<file path="config.mk">
export PLATFORM = sky130hd
export DESIGN_NAME = tlc_sensor_timer_flat
export DESIGN_NICKNAME = d
export VERILOG_FILES = /design/src/rtl/tlc_sensor_timer_pkg.sv /design/src/rtl/tlc_sensor_timer_if.sv /design/src/rtl/tlc_sensor_timer_debounce.sv /design/src/rtl/tlc_sensor_timer.sv /design/src/flat_wrapper.sv
export SDC_FILE = /design/constraint.sdc
export NUM_CORES = 1
export LEC_CHECK = 0
export CAP_MARGIN = 5
export CORE_ASPECT_RATIO = 1.2
export CORE_UTILIZATION = 55
export CTS_CLUSTER_DIAMETER = 30
export CTS_CLUSTER_SIZE = 10
export DETAILED_ROUTE_END_ITERATION = 10
export PLACE_DENSITY = 0.75
export SYNTH_ARGS = -nofsm -noshare
export SYNTH_HDL_FRONTEND = slang
export SYNTH_SLANG_ARGS = --single-unit
</file>
<file path="constraint.sdc">
create_clock -name CLOCK -period 3.2 [get_ports CLOCK]
set_input_delay 0.8 -clock CLOCK [delete_from_list [all_inputs] [get_ports CLOCK]]
set_output_delay 0.8 -clock CLOCK [all_outputs]
set_load 0.1 [all_outputs]
</file>
<file path="src/rtl/tlc_sensor_timer_pkg.sv">
// -----------------------------------------------------------------------------
// tlc_sensor_timer_pkg
// Shared types and defaults for the traffic-light sensor/timer stage.
//   phase_t       : light phase decoded from the FSM lamp feedback
//   DEF_*         : default timing limits in clock cycles
//   phase_decode  : lamp feedback -> phase, HGREEN has the highest priority
// Optional feature macro used by the top level: TLC_MAX_GREEN_EN
// -----------------------------------------------------------------------------
package tlc_sensor_timer_pkg;

    typedef enum logic [2:0] {
        PH_IDLE,
        PH_GREEN,
        PH_HYEL,
        PH_HLEFT,
        PH_FLEFT,
        PH_FYEL
    } phase_t;

    localparam int unsigned DEF_DEB_CYCLES = 16;
    localparam int unsigned DEF_GREEN_MIN  = 1000;
    localparam int unsigned DEF_YELLOW_CYC = 200;
    localparam int unsigned DEF_HLEFT_CYC  = 300;
    localparam int unsigned DEF_FLEFT_CYC  = 400;
    localparam int unsigned DEF_MAX_GREEN  = 4000;
    localparam int unsigned DEF_CNT_W      = 16;

    function automatic phase_t phase_decode(input logic hgreen,
                                            input logic hyellow,
                                            input logic hleft,
                                            input logic fleft,
                                            input logic fyellow);
        phase_t ph;
        if (hgreen)       ph = PH_GREEN;
        else if (hyellow) ph = PH_HYEL;
        else if (hleft)   ph = PH_HLEFT;
        else if (fleft)   ph = PH_FLEFT;
        else if (fyellow) ph = PH_FYEL;
        else              ph = PH_IDLE;
        return ph;
    endfunction

endpackage

</file>
<file path="src/rtl/tlc_sensor_timer_if.sv">
// -----------------------------------------------------------------------------
// tlc_sensor_timer_if
// Signal bundle between the sensor/timer stage and its surroundings.
//   HWY_CAR_RAW, FARM_CAR_RAW : raw, asynchronous, bouncing car sensors
//   HGREEN..FYELLOW           : lamp feedback from the traffic-light FSM
//   HS, FS                    : advance requests to the FSM
//   FARM_PENDING              : latched farm request (debug)
// modport master : the side that drives sensors/lamps and consumes HS/FS
// modport slave  : the sensor/timer stage itself
// -----------------------------------------------------------------------------
interface tlc_sensor_timer_if;

    logic HWY_CAR_RAW;
    logic FARM_CAR_RAW;
    logic HGREEN;
    logic HYELLOW;
    logic HLEFT;
    logic FLEFT;
    logic FYELLOW;
    logic HS;
    logic FS;
    logic FARM_PENDING;

    modport master (
        output HWY_CAR_RAW, FARM_CAR_RAW,
        output HGREEN, HYELLOW, HLEFT, FLEFT, FYELLOW,
        input  HS, FS, FARM_PENDING
    );

    modport slave (
        input  HWY_CAR_RAW, FARM_CAR_RAW,
        input  HGREEN, HYELLOW, HLEFT, FLEFT, FYELLOW,
        output HS, FS, FARM_PENDING
    );

endinterface

</file>
<file path="src/rtl/tlc_sensor_timer_debounce.sv">
// -----------------------------------------------------------------------------
// tlc_debounce
// Two-flop synchronizer followed by a debounce counter. The output level
// follows the synchronized input only after DEB_CYCLES consecutive samples
// that differ from the current level; any sample equal to the current level
// restarts the count. Raw-to-level latency is 2+DEB_CYCLES cycles.
//   CLOCK  in  system clock
//   RESET  in  asynchronous active-high reset
//   raw    in  asynchronous sensor input
//   level  out debounced level (registered)
// -----------------------------------------------------------------------------
module tlc_debounce #(
    parameter int unsigned DEB_CYCLES = 16
) (
    input  logic CLOCK,
    input  logic RESET,
    input  logic raw,
    output logic level
);

    localparam int unsigned CW = $clog2(DEB_CYCLES + 1);
    localparam logic [CW-1:0] LAST = CW'(DEB_CYCLES - 1);

    logic          sync_q1;
    logic          sync_q2;
    logic [CW-1:0] cnt_q;

    always_ff @(posedge CLOCK or posedge RESET) begin
        if (RESET) begin
            sync_q1 <= 1'b0;
            sync_q2 <= 1'b0;
            cnt_q   <= '0;
            level   <= 1'b0;
        end else begin
            sync_q1 <= raw;
            sync_q2 <= sync_q1;
            if (sync_q2 == level) begin
                cnt_q <= '0;
            end else if (cnt_q == LAST) begin
                level <= sync_q2;
                cnt_q <= '0;
            end else begin
                cnt_q <= cnt_q + 1'b1;
            end
        end
    end

endmodule

</file>
<file path="src/rtl/tlc_sensor_timer.sv">
// -----------------------------------------------------------------------------
// tlc_sensor_timer
// Upstream stage of the traffic-light FSM: debounces the highway and farm
// sensors, latches farm requests and times each light phase from the lamp
// feedback, producing the HS/FS advance requests.
//   CLOCK  in   system clock, rising edge
//   RESET  in   asynchronous active-high reset
//   bus    slave modport of tlc_sensor_timer_if (sensors, lamps, HS/FS,
//          FARM_PENDING)
// Optional feature: define TLC_MAX_GREEN_EN to force HS in highway green
// once the phase counter reaches MAX_GREEN, even with no highway car.
// -----------------------------------------------------------------------------
module tlc_sensor_timer
    import tlc_sensor_timer_pkg::*;
#(
    parameter int unsigned DEB_CYCLES = DEF_DEB_CYCLES,
    parameter int unsigned GREEN_MIN  = DEF_GREEN_MIN,
    parameter int unsigned YELLOW_CYC = DEF_YELLOW_CYC,
    parameter int unsigned HLEFT_CYC  = DEF_HLEFT_CYC,
    parameter int unsigned FLEFT_CYC  = DEF_FLEFT_CYC,
    parameter int unsigned MAX_GREEN  = DEF_MAX_GREEN,
    parameter int unsigned CNT_W      = DEF_CNT_W
) (
    input  logic               CLOCK,
    input  logic               RESET,
    tlc_sensor_timer_if.slave  bus
);

`ifdef TLC_MAX_GREEN_EN
    localparam bit MAX_GREEN_EN = 1'b1;
`else
    localparam bit MAX_GREEN_EN = 1'b0;
`endif

    localparam logic [CNT_W-1:0] LIM_GREEN = CNT_W'(GREEN_MIN);
    localparam logic [CNT_W-1:0] LIM_YEL   = CNT_W'(YELLOW_CYC);
    localparam logic [CNT_W-1:0] LIM_HLEFT = CNT_W'(HLEFT_CYC);
    localparam logic [CNT_W-1:0] LIM_FLEFT = CNT_W'(FLEFT_CYC);
    localparam logic [CNT_W-1:0] LIM_MAXG  = CNT_W'(MAX_GREEN);

    logic             hwy_db;
    logic             farm_db;
    logic             farm_prev_q;
    logic             pending_q;
    logic             farm_rise;
    logic             pending;

    phase_t           phase_d;
    phase_t           phase_q;
    logic             same_phase;
    logic [CNT_W-1:0] counter_q;
    logic [CNT_W-1:0] limit;
    logic             has_limit;
    logic             done;
    logic             max_green_hit;

    tlc_debounce #(.DEB_CYCLES(DEB_CYCLES)) u_hwy_deb (
        .CLOCK (CLOCK),
        .RESET (RESET),
        .raw   (bus.HWY_CAR_RAW),
        .level (hwy_db)
    );

    tlc_debounce #(.DEB_CYCLES(DEB_CYCLES)) u_farm_deb (
        .CLOCK (CLOCK),
        .RESET (RESET),
        .raw   (bus.FARM_CAR_RAW),
        .level (farm_db)
    );

    always_comb begin
        phase_d = phase_decode(bus.HGREEN, bus.HYELLOW, bus.HLEFT,
                               bus.FLEFT, bus.FYELLOW);
    end

    assign same_phase = (phase_d == phase_q);

    // The rising edge of the debounced farm level is visible in the same
    // cycle the level changes; pending_q holds it from the next edge on.
    assign farm_rise = farm_db & ~farm_prev_q;
    assign pending   = pending_q | farm_rise;

    always_ff @(posedge CLOCK or posedge RESET) begin
        if (RESET) begin
            phase_q     <= PH_IDLE;
            counter_q   <= '0;
            farm_prev_q <= 1'b0;
            pending_q   <= 1'b0;
        end else begin
            phase_q     <= phase_d;
            farm_prev_q <= farm_db;

            if (!same_phase) begin
                counter_q <= '0;
            end else if (counter_q != '1) begin
                counter_q <= counter_q + 1'b1;
            end

            // A new request arriving on the FLEFT exit cycle survives.
            if (farm_rise) begin
                pending_q <= 1'b1;
            end else if (phase_q == PH_FLEFT && phase_d != PH_FLEFT) begin
                pending_q <= 1'b0;
            end
        end
    end

    always_comb begin
        limit     = '1;
        has_limit = 1'b1;
        case (phase_q)
            PH_GREEN: limit = LIM_GREEN;
            PH_HYEL:  limit = LIM_YEL;
            PH_HLEFT: limit = LIM_HLEFT;
            PH_FLEFT: limit = LIM_FLEFT;
            PH_FYEL:  limit = LIM_YEL;
            default:  has_limit = 1'b0;
        endcase
    end

    // Gating by same_phase keeps a stale request off the lamp-change cycle.
    assign done          = same_phase & has_limit & (counter_q >= limit);
    assign max_green_hit = MAX_GREEN_EN & (phase_q == PH_GREEN) &
                           (counter_q >= LIM_MAXG);

    assign bus.HS           = done & ((phase_q != PH_GREEN) | hwy_db | max_green_hit);
    assign bus.FS           = done & pending;
    assign bus.FARM_PENDING = pending;

endmodule

</file>
<file path="src/flat_wrapper.sv">
// flat-port wrapper written by rule: the top's interface ports become plain ports
module tlc_sensor_timer_flat import tlc_sensor_timer_pkg::*;
#(
    parameter int unsigned DEB_CYCLES = DEF_DEB_CYCLES,
    parameter int unsigned GREEN_MIN  = DEF_GREEN_MIN,
    parameter int unsigned YELLOW_CYC = DEF_YELLOW_CYC,
    parameter int unsigned HLEFT_CYC  = DEF_HLEFT_CYC,
    parameter int unsigned FLEFT_CYC  = DEF_FLEFT_CYC,
    parameter int unsigned MAX_GREEN  = DEF_MAX_GREEN,
    parameter int unsigned CNT_W      = DEF_CNT_W
)
  (CLOCK, RESET, bus_HWY_CAR_RAW, bus_FARM_CAR_RAW, bus_HGREEN, bus_HYELLOW, bus_HLEFT, bus_FLEFT, bus_FYELLOW, bus_HS, bus_FS, bus_FARM_PENDING);
  tlc_sensor_timer_if bus_i ();
  input  logic CLOCK;
  input  logic RESET;
  input wire logic [$bits(bus_i.HWY_CAR_RAW)-1:0] bus_HWY_CAR_RAW;
  input wire logic [$bits(bus_i.FARM_CAR_RAW)-1:0] bus_FARM_CAR_RAW;
  input wire logic [$bits(bus_i.HGREEN)-1:0] bus_HGREEN;
  input wire logic [$bits(bus_i.HYELLOW)-1:0] bus_HYELLOW;
  input wire logic [$bits(bus_i.HLEFT)-1:0] bus_HLEFT;
  input wire logic [$bits(bus_i.FLEFT)-1:0] bus_FLEFT;
  input wire logic [$bits(bus_i.FYELLOW)-1:0] bus_FYELLOW;
  output wire logic [$bits(bus_i.HS)-1:0] bus_HS;
  output wire logic [$bits(bus_i.FS)-1:0] bus_FS;
  output wire logic [$bits(bus_i.FARM_PENDING)-1:0] bus_FARM_PENDING;
  assign bus_i.HWY_CAR_RAW = bus_HWY_CAR_RAW;
  assign bus_i.FARM_CAR_RAW = bus_FARM_CAR_RAW;
  assign bus_i.HGREEN = bus_HGREEN;
  assign bus_i.HYELLOW = bus_HYELLOW;
  assign bus_i.HLEFT = bus_HLEFT;
  assign bus_i.FLEFT = bus_FLEFT;
  assign bus_i.FYELLOW = bus_FYELLOW;
  assign bus_HS = bus_i.HS;
  assign bus_FS = bus_i.FS;
  assign bus_FARM_PENDING = bus_i.FARM_PENDING;
  tlc_sensor_timer #(.DEB_CYCLES(DEB_CYCLES), .GREEN_MIN(GREEN_MIN), .YELLOW_CYC(YELLOW_CYC), .HLEFT_CYC(HLEFT_CYC), .FLEFT_CYC(FLEFT_CYC), .MAX_GREEN(MAX_GREEN), .CNT_W(CNT_W)) u_core (.CLOCK(CLOCK), .RESET(RESET), .bus(bus_i));
endmodule
</file>
==> results of run 1 <==
layout by cell type (no fill, tap or decap), types with 2 or more instances in the layout:
master,synthesis,routed
a211oi_1,4,2
a21oi_1,9,6
a21oi_2,0,2
and2_1,5,5
and3_1,6,6
buf_12,0,3
buf_4,3,26
buf_6,2,2
clkbuf_8,0,5
clkdlybuf4s50_1,0,8
dfrtp_1,37,34
dfrtp_2,0,3
ha_1,17,13
ha_4,0,4
inv_1,5,5
mux2_2,3,2
nand2_1,11,11
nand2b_1,3,2
nand3_1,13,13
nand4_1,2,2
nor2_1,34,34
nor2b_4,0,2
nor3_1,5,5
nor4_2,2,2
o211ai_1,2,2
o21a_1,3,3
o21ai_0,6,6
xnor2_1,7,7
xor2_1,13,13
final timing paths:
path                                      startpoint                         to  slack [ns]  depth (start not counted)
max                                u_core.phase_q[2]                     bus_FS       -0.36                         11
min                        u_core.u_farm_deb.sync_q1  u_core.u_farm_deb.sync_q2        0.36                          0
max reg2reg                      u_core.counter_q[1]       u_core.counter_q[14]        1.14                          6
min reg2reg                u_core.u_farm_deb.sync_q1  u_core.u_farm_deb.sync_q2        0.36                          0
max in group asynchronous                      RESET          u_core.phase_q[2]        1.95                          3
min in group asynchronous                      RESET       u_core.counter_q[10]        0.91                          3
cells by family (layout without fill, tap and decap cells):
family                   after synthesis  in the layout
AND/OR/NAND/NOR                       93             93
multiplexers                           4              4
XOR/XNOR                              21             21
adder cells (fa/ha/maj)               17             17
flip-flops                            37             37
AO/OA/AOI/OAI                         36             36
buffers and inverters                 10             52
power breakdown:
group | switching [W] | total, W | internal, W
registers | 0.0000167 | 0.000502 | 0.000485
logic | 0.000111 | 0.000199 | 0.0000876
clock network | 0.000176 | 0.000409 | 0.000233
total | 0.000304 | 0.00111 | 0.000806
per-stage QoR:
step           power, W  setup TNS [ns]  utilization [%]  cells
2_1_floorplan  0.000633          -0.611                -    218
3_3_place_gp   0.000682          -0.246             70.3    297
3_5_place_dp   0.000693          -0.345             70.3    297
4_1_cts         0.00111          -0.709             74.4    309
5_1_grt         0.00116          -0.928             76.1    312
6_report        0.00111          -0.712             76.1    312
critical path, stage by stage, from the launching register on:
cell      delay (ns)
dfrtp_2         0.47
buf_4           0.17
a21oi_4         0.21
buf_12          0.15
ha_4            0.20
a211oi_2        0.22
nor2_1          0.08
a2111o_1        0.39
a21oi_2         0.16
buf_6           0.13
a221oi_4        0.07
buf_12          0.20
registers in the layout, summed over array words and instances (netlist names), 3 cells and up:
name / flops
u_core.counter_q: 16
u_core.u_farm_deb.cnt_q: 5
u_core.u_hwy_deb.cnt_q: 5
u_core.phase_q: 3
final cells by class:
| class | count | area [um2] |
|---|---|---|
| tap | 52 | 65.1 |
| clock buffer | 5 | 68.8 |
| timing repair buffer | 39 | 358 |
| clock inverter | 3 | 43.8 |
| multi-input combinational | 171 | 1330 |
| inverter | 5 | 18.8 |
| sequential | 37 | 930 |
| fill | 260 | 882 |
per-layer routing:
metal / global-route usage [%] / vias up
li1: - / 852
met1: 28.8 / 833
met2: 43.8 / 44
met3: 5.85 / 12
met4: 12.7 / 0
met5: 0 / -
repair_timing:
action / 4_1_cts / 5_1_grt
setup endpoints to repair: 2 / 2
buffers inserted: 4 / 3
pin swaps: 5 / 5
gates resized for setup: 4 / 6
cloned: 0 / 0
==> impl_metrics.csv, run 1 <==
group,metric,value,unit
drt,drt-initial-drc-count,64,
drt,detail_route.wl_per_cell,15.1,um
timing,worst_pin_slew,0.645,ns
timing,finClkSkew,0.00747,ns
drt,dr_wl_met2,2.43,mm
timing,fin_crit,3.56,ns
worst_setup_path,endpoint_kind,"primary output",
clock_network,clock-sinks,37,
placed_design,gp_congestion,0.851,
yosys,synth_most_common_cell,"dfrtp_1",
finish,drive_gt1_share,27.3,%
clock_network,cts_tree,"built",
status,status,"finished, violations left",
yosys,syn_area,0.00217,mm2
placed_design,hpwlAfterDp,3.48,mm
timing,grt_setup_unrepaired,"true",
timing,fin_ws,-0.360,ns
yosys,syn_nets,244,
yosys,synthAdderAreaFrac,9.79,%
die,die_w,59.4,um
status,failed_checks,"negative setup slack",
timing,maxSlewHeadroom,56.7,%
worst_setup_path,worst_ep_required_time,2.40,ns
drt,postRouteAntennaNets,0,
yosys,ys_async_sr_fraction,100,%
die,core-area,0.00369,mm2
yosys,synth_warnings,0,
drt,vias,1741,
timing,setup_viol,2,
yosys,synth_seq_area_share,42.6,%
yosys,yosys-top-cells-area,"dfrtp_1 43%, ha_1 9.8%, nor2_1 5.9%",
clock_network,clk_path_buf_depth,2,
yosys,avgSynthCellArea,9.97,um2
global_routing,grt_pass1_vias,1838,
global_routing,grt_usage,25.4,%
timing,fin_crit_sh,111,%
yosys,synth_top_family_by_area,"simple AND/OR/NAND/NOR gates",
drt,wl_met3,158,um
worst_setup_path,critPathKind,"reg2out",
yosys,synthCells,218,
power,max-vdd-ir-drop,0.298,mV
yosys,ys.flop_type,"dfrtp_1",
finish,area_delta_synth_final,29.4,%
global_routing,overflow,0,
drt,top_layer_used,"met4",
timing,slew_viol_final,0,
yosys,synth_cell_types,45,
yosys,synth_compound_gate_area_share,11.5,%
placed_design,port_buffers,11,
yosys,synth_simple_gate_area_share,22.4,%
min_path,min_path_type,"reg2reg",
yosys,synth_xor_area_share,8.81,%
die,rows,24,
die,start_util,58.8,%
drt,totalWireLength,4.73,mm
worst_setup_path,worstSetupStartpointType,"flip-flop",
die,dieArea,0.00421,mm2
yosys,muxShareOfSynthArea,2.01,%
finish,n_antenna_cell,0,
placed_design,pre_cts_slack,-0.174,ns
clock_network,clk_pin_slew,0.07,ns
timing,max_freq,0.281,GHz
drt,drc_errors,0,
clock_network,clkLatencyLatePin,0.29,ns
timing,finalHoldViolations,0,
yosys,ys_seq_elements,37,
clock_network,cts-root-buf,"clkbuf_8",
worst_setup_path,cp.arrival,2.76,ns
power,total_leakage_power,1.29,nW
global_routing,grt_pass1_wl,8.02,mm
clock_network,ctsHoldBuffers,0,
clock_network,h-tree-depth,2,
finish,finalNetCount,285,
die,boundaryPins,12,
finish,finalInstanceArea,0.00281,mm2
drt,first_pass_iters,4,
run,cap_viol_max_count,0,
worst_setup_path,path_max_fanout,8,
global_routing,grt_max_degree,38,
global_routing,antenna_found_initial,0,
placed_design,placed_area,0.00260,mm2
drt,wirelength_met1,2.01,mm
yosys,synth_edf_count,0,
die,die_y,70.9,um
timing,hold_slack,0.356,ns
power,powerDensity,395,mW/mm2
yosys,yosysTopAreaCell,"dfrtp_1",
yosys,synthTopCellsByCount,"37 x dfrtp_1, 34 x nor2_1, 17 x ha_1",
drt,via_per_inst,5.58,
clock_network,numCtsBuffers,5,
yosys,yosysTopAreaCellShare,42.6,%
Note: power is estimated with default switching activity, not from simulation.
==> run 2: changes to the inputs <==
- CORE_UTILIZATION: 55 -> 38
- PLACE_DENSITY: 0.75 -> 0.56
==> impl_metrics.csv, run 2 (same netlist as run 1, synthesis figures left out) <==
group,metric,value,unit
power,total_leakage_power,1.26,nW
die,core-area,0.00541,mm2
finish,mostFrequentLayoutCells,"34 x nor2_1, 34 x dfrtp_1, 28 x buf_4",
worst_setup_path,cp_num_buf_inv,1,
die,die_w,71.0,um
clock_network,cts-root-buf,"clkbuf_8",
drt,via_per_inst,5.13,
die,dieArea,0.00603,mm2
min_path,min_path_type,"reg2reg",
finish,fin_util,51.3,%
worst_setup_path,cp_cell_sequence,"nor2b_4 > mux2_4 > nand2b_4 > ha_4 > nand4_1 > o211ai_1 > o211ai_1 > a221oi_4 > buf_12",
clock_network,numCtsBuffers,5,
drt,drt-initial-drc-count,71,
global_routing,grt_pass1_vias,1686,
global_routing,grt_max_degree,38,
timing,final.setup.tns,-0.742,ns
placed_design,port_buffers,11,
worst_setup_path,worst_ep_required_time,2.40,ns
worst_setup_path,path_max_fanout,6,
min_path,worstHoldStart,"u_core.u_hwy_deb.sync_q1",
power,max-vdd-ir-drop,0.209,mV
worst_setup_path,cp.arrival,2.78,ns
drt,first_pass_iters,8,
min_path,hold-path-endpoint,"u_core.u_hwy_deb.sync_q2",
worst_setup_path,reg2reg_slack,1.17,ns
global_routing,overflow,0,
finish,n_antenna_cell,0,
clock_network,clk_path_buf_depth,2,
finish,top_regs,"u_core.counter_q: 16 flops, u_core.u_farm_deb.cnt_q: 5 flops, u_core.u_hwy_deb.cnt_q: 5 flops",
worst_setup_path,r2r_end,"u_core.counter_q[14]",
die,boundaryPins,12,
clock_network,clk_pin_slew,0.07,ns
global_routing,antenna_found_initial,0,
clock_network,clock-sinks,37,
power,powerDensity,365,mW/mm2
worst_setup_path,reg2reg_depth,6,
timing,max_freq,0.279,GHz
min_path,whs_path_depth,0,
worst_setup_path,worst_path_most_repeated_cell,"o211ai_1",
global_routing,grt_usage,16.1,%
worst_setup_path,worstSetupStartpointType,"flip-flop",
finish,finalNetCount,285,
finish,largest_register_ffs,16,
worst_setup_path,crit_family,"compound AO/OA/AOI/OAI gates",
timing,finClkSkew,0.00493,ns
drt,vias,1646,
finish,area_delta_synth_final,27.7,%
clock_network,clkLatencyLatePin,0.29,ns
timing,fin_ws,-0.382,ns
timing,grt_setup_unrepaired,"true",
timing,finalHoldViolations,0,
timing,slew_viol_final,0,
die,start_util,40.2,%
status,failed_checks,"design-rule violations, negative setup slack",
global_routing,grt_pass1_wl,7.53,mm
timing,maxSlewHeadroom,53.2,%
clock_network,h-tree-depth,2,
timing,fin_crit,3.58,ns
drt,drc_errors,2,
timing,hold_slack,0.355,ns
drt,postRouteAntennaNets,0,
worst_setup_path,endpoint_kind,"primary output",
status,status,"finished, violations left",
run,cap_viol_max_count,0,
drt,detail_route.wl_per_cell,13.4,um
finish,regMostFlops,"u_core.counter_q",
die,die_y,84.8,um
finish,drive_gt1_share,26.3,%
timing,worst_pin_slew,0.696,ns
timing,fin_crit_sh,112,%
die,rows,29,
placed_design,hpwlAfterDp,3.12,mm
timing,setup_viol,2,
worst_setup_path,critPathKind,"reg2out",
drt,totalWireLength,4.31,mm
clock_network,cts_tree,"built",
placed_design,gp_congestion,0.797,
worst_setup_path,regToRegStartpoint,"u_core.counter_q[1]",
worst_setup_path,crit_path_max_incr_delay,0.48,ns
worst_setup_path,crit_path_top_delay_cell,"dfrtp_2",
run 2: power breakdown:
part           internal, W  switching (W)
registers         0.000486      0.0000161
clock network     0.000171       0.000153
logic            0.0000829       0.000105
total             0.000739       0.000274
run 2: cell type report:
type                            instances  area (um2)
Clock buffer                            7        86.3
Fill cell                             500        2630
Inverter                                5        18.8
Multi-Input combinational cell        171        1320
Sequential cell                        37         930
Tap cell                               62        77.6
Timing Repair Buffer                   39         342
run 2: repair_timing:
action	in CTS	in global routing
resized for setup	7	2
buffers inserted	4	0
pin swaps	6	1
endpoints found under the setup margin	2	2
hold buffers	0	0
run 2: through the flow:
step	instance area (um2)	worst slack, ns	std cells	total power, W
2_1_floorplan	2290	-0.315	218	0.000633
3_3_place_gp	2620	-0.161	310	0.000689
3_5_place_dp	2620	-0.157	310	0.000690
4_1_cts	2770	-0.356	321	0.00103
5_1_grt	2780	-0.489	321	0.00107
6_report	2780	-0.382	321	0.00101
run 2: worst max-delay path by stage:
| stage | from | endpoint | slack [ns] | cells after the start |
|---|---|---|---|---|
| final | u_core.phase_q[2] | bus_FS | -0.38 | 9 |
| after floorplan | u_core.phase_q[1] | bus_HS | -0.31 | 9 |
| after CTS | u_core.phase_q[2] | bus_FS | -0.36 | 9 |
| after detailed placement | bus_HYELLOW | bus_FS | -0.16 | 7 |
| after global placement | u_core.phase_q[1] | bus_FS | -0.16 | 10 |
| after global routing | u_core.phase_q[2] | bus_FS | -0.49 | 9 |
run 2: metal layers:
metal	vias up	wire length, um	global-route usage, %
met2	16	2150	28.1
met5	-	0	0
li1	847	-	-
met1	776	1990	19.3
met4	0	63	6.00
met3	7	108	3.68
==> run 3: changes to the inputs <==
- GPL_TIMING_DRIVEN: default -> 0
==> impl_metrics.csv, run 3 (same netlist as run 1, synthesis figures left out) <==
group,metric,value,unit
worst_setup_path,reg2reg_slack,1.18,ns
finish,fillCellCount,505,
timing,finalHoldViolations,0,
worst_setup_path,cp.arrival,2.80,ns
min_path,worstHoldStart,"u_core.u_hwy_deb.sync_q1",
power,max-vdd-ir-drop,0.148,mV
status,failed_checks,"design-rule violations, negative setup slack",
placed_design,hpwlAfterDp,2.98,mm
timing,hold_slack,0.353,ns
status,status,"finished, violations left",
min_path,min_path_type,"reg2reg",
drt,vias,1576,
global_routing,grt_pass1_vias,1551,
worst_setup_path,endpoint_kind,"primary output",
placed_design,dp_cells,291,
finish,drive_gt1_share,21.2,%
drt,postRouteAntennaNets,0,
finish,final_common_cell,"dfrtp_1",
worst_setup_path,crit_family,"compound AO/OA/AOI/OAI gates",
clock_network,cts_tree,"built",
finish,finalNetCount,270,
global_routing,overflow,0,
worst_setup_path,cp_num_buf_inv,2,
timing,fin_crit_sh,113,%
worst_setup_path,cp_cell_sequence,"buf_6 > nor2b_4 > mux2_4 > nand2b_4 > ha_4 > nand4_1 > o211ai_1 > o211ai_1 > a221oi_4 > buf_12",
die,dieArea,0.00603,mm2
clock_network,numCtsBuffers,5,
timing,final.setup.tns,-0.779,ns
clock_network,h-tree-depth,2,
drt,drt-initial-drc-count,66,
finish,area_delta_synth_final,25.1,%
finish,top_regs,"u_core.counter_q: 16 flops, u_core.u_farm_deb.cnt_q: 5 flops, u_core.u_hwy_deb.cnt_q: 5 flops",
die,boundaryPins,12,
worst_setup_path,crit_path_max_incr_delay,0.38,ns
worst_setup_path,path_max_fanout,6,
worst_setup_path,regToRegStartpoint,"u_core.counter_q[1]",
power,powerDensity,406,mW/mm2
placed_design,gp_congestion,0.815,
finish,regMostFlops,"u_core.counter_q",
die,core-area,0.00541,mm2
power,total_leakage_power,1.21,nW
run,cap_viol_max_count,0,
worst_setup_path,worst_ep_required_time,2.40,ns
timing,max_freq,0.278,GHz
drt,totalWireLength,4.19,mm
finish,mostFrequentLayoutCells,"37 x dfrtp_1, 34 x nor2_1, 14 x ha_1",
worst_setup_path,r2r_end,"u_core.counter_q[14]",
worst_setup_path,reg2reg_depth,6,
global_routing,grt_max_degree,38,
timing,grt_setup_unrepaired,"true",
placed_design,port_buffers,11,
drt,via_per_inst,5.13,
global_routing,grt_pass1_wl,7.13,mm
clock_network,ctsHoldBuffers,0,
drt,first_pass_iters,7,
finish,layout.area.seq,926,um2
clock_network,clk_path_buf_depth,2,
timing,worst_pin_slew,0.956,ns
die,die_y,84.8,um
die,die_w,71.0,um
worst_setup_path,critPathKind,"reg2out",
timing,slew_viol_final,0,
drt,drc_errors,2,
min_path,hold-path-endpoint,"u_core.u_hwy_deb.sync_q2",
drt,detail_route.wl_per_cell,13.7,um
finish,largest_register_ffs,16,
timing,fin_ws,-0.402,ns
worst_setup_path,worst_path_most_repeated_cell,"o211ai_1",
clock_network,cts-root-buf,"clkbuf_8",
min_path,whs_path_depth,0,
finish,multi_input_area,0.00132,mm2
timing,finClkSkew,0.00363,ns
worst_setup_path,worstSetupStartpointType,"flip-flop",
timing,fin_crit,3.60,ns
timing,maxSlewHeadroom,36.1,%
finish,n_antenna_cell,0,
global_routing,grt_usage,15.3,%
global_routing,antenna_found_initial,0,
clock_network,clock-sinks,37,
finish,layout.cells.non_filler,307,
die,rows,29,
worst_setup_path,crit_path_top_delay_cell,"dfrtp_1",
timing,setup_viol,2,
die,start_util,40.2,%
clock_network,clkLatencyLatePin,0.29,ns
clock_network,clk_pin_slew,0.08,ns
==> run 3: cell types whose count changed in the layout (fill, tap and decap cells not counted), moves of 3 or more <==
cell,previous run,this run
buf_4,28,6
dfrtp_1,34,37
buf_6,1,5
dfrtp_2,3,0
==> run 3: worst max path at each step <==
stage	slack [ns]	cells past startpoint	endpoint	startpoint
after floorplan	-0.31	9	bus_HS	u_core.phase_q[1]
after global placement	-1.13	7	bus_FS	bus_HYELLOW
after detailed placement	-1.11	7	bus_FS	bus_HYELLOW
after CTS	-0.40	10	bus_FS	u_core.phase_q[1]
after global routing	-0.50	10	bus_FS	u_core.phase_q[2]
final	-0.40	10	bus_FS	u_core.phase_q[1]
==> run 3: cell type report <==
type                       instances  share of cell area, %
multi-input combinational        171                   48.6
sequential                        37                   34.1
timing repair buffer              19                   7.36
clock buffer                       6                   3.04
tap                               62                   2.85
buffer                             5                   2.07
clock inverter                     2                   1.38
inverter                           5                  0.690
==> run 3: power breakdown <==
part | total [W] | switching [W] | internal, W | leakage [nW]
Combinational | 0.000182 | 0.000106 | 0.0000761 | 0.662
Clock | 0.000426 | 0.000172 | 0.000253 | 0.0574
Sequential | 0.000496 | 0.0000117 | 0.000485 | 0.494
Total | 0.00110 | 0.000290 | 0.000814 | 1.21
==> run 3: per-layer routing <==
metal	up-vias	share of wire (%)	GRT usage, %
met5	-	0	0
met4	0	1.4	4.91
met2	14	46	25.4
met1	737	50	20.3
met3	5	2.4	2.85
li1	820	-	-
==> run 3: repair_timing <==
item / 4_1_cts / 5_1_grt
hold endpoints to repair: 0 / 0
gates resized for setup: 20 / 4
pin swaps: 4 / 8
setup buffers: 1 / 7
setup endpoints to repair: 2 / 2
==> run 3: per-stage QoR <==
stage	worst slack, ns	instance area, um2	total power, W	util, %
after floorplan	-0.315	2290	0.000633	-
after global placement	-1.13	2470	0.000674	45.8
after detailed placement	-1.11	2470	0.000675	45.8
final	-0.402	2720	0.00110	50.3
after global routing	-0.496	2720	0.00115	50.3
after CTS	-0.403	2630	0.00110	48.6
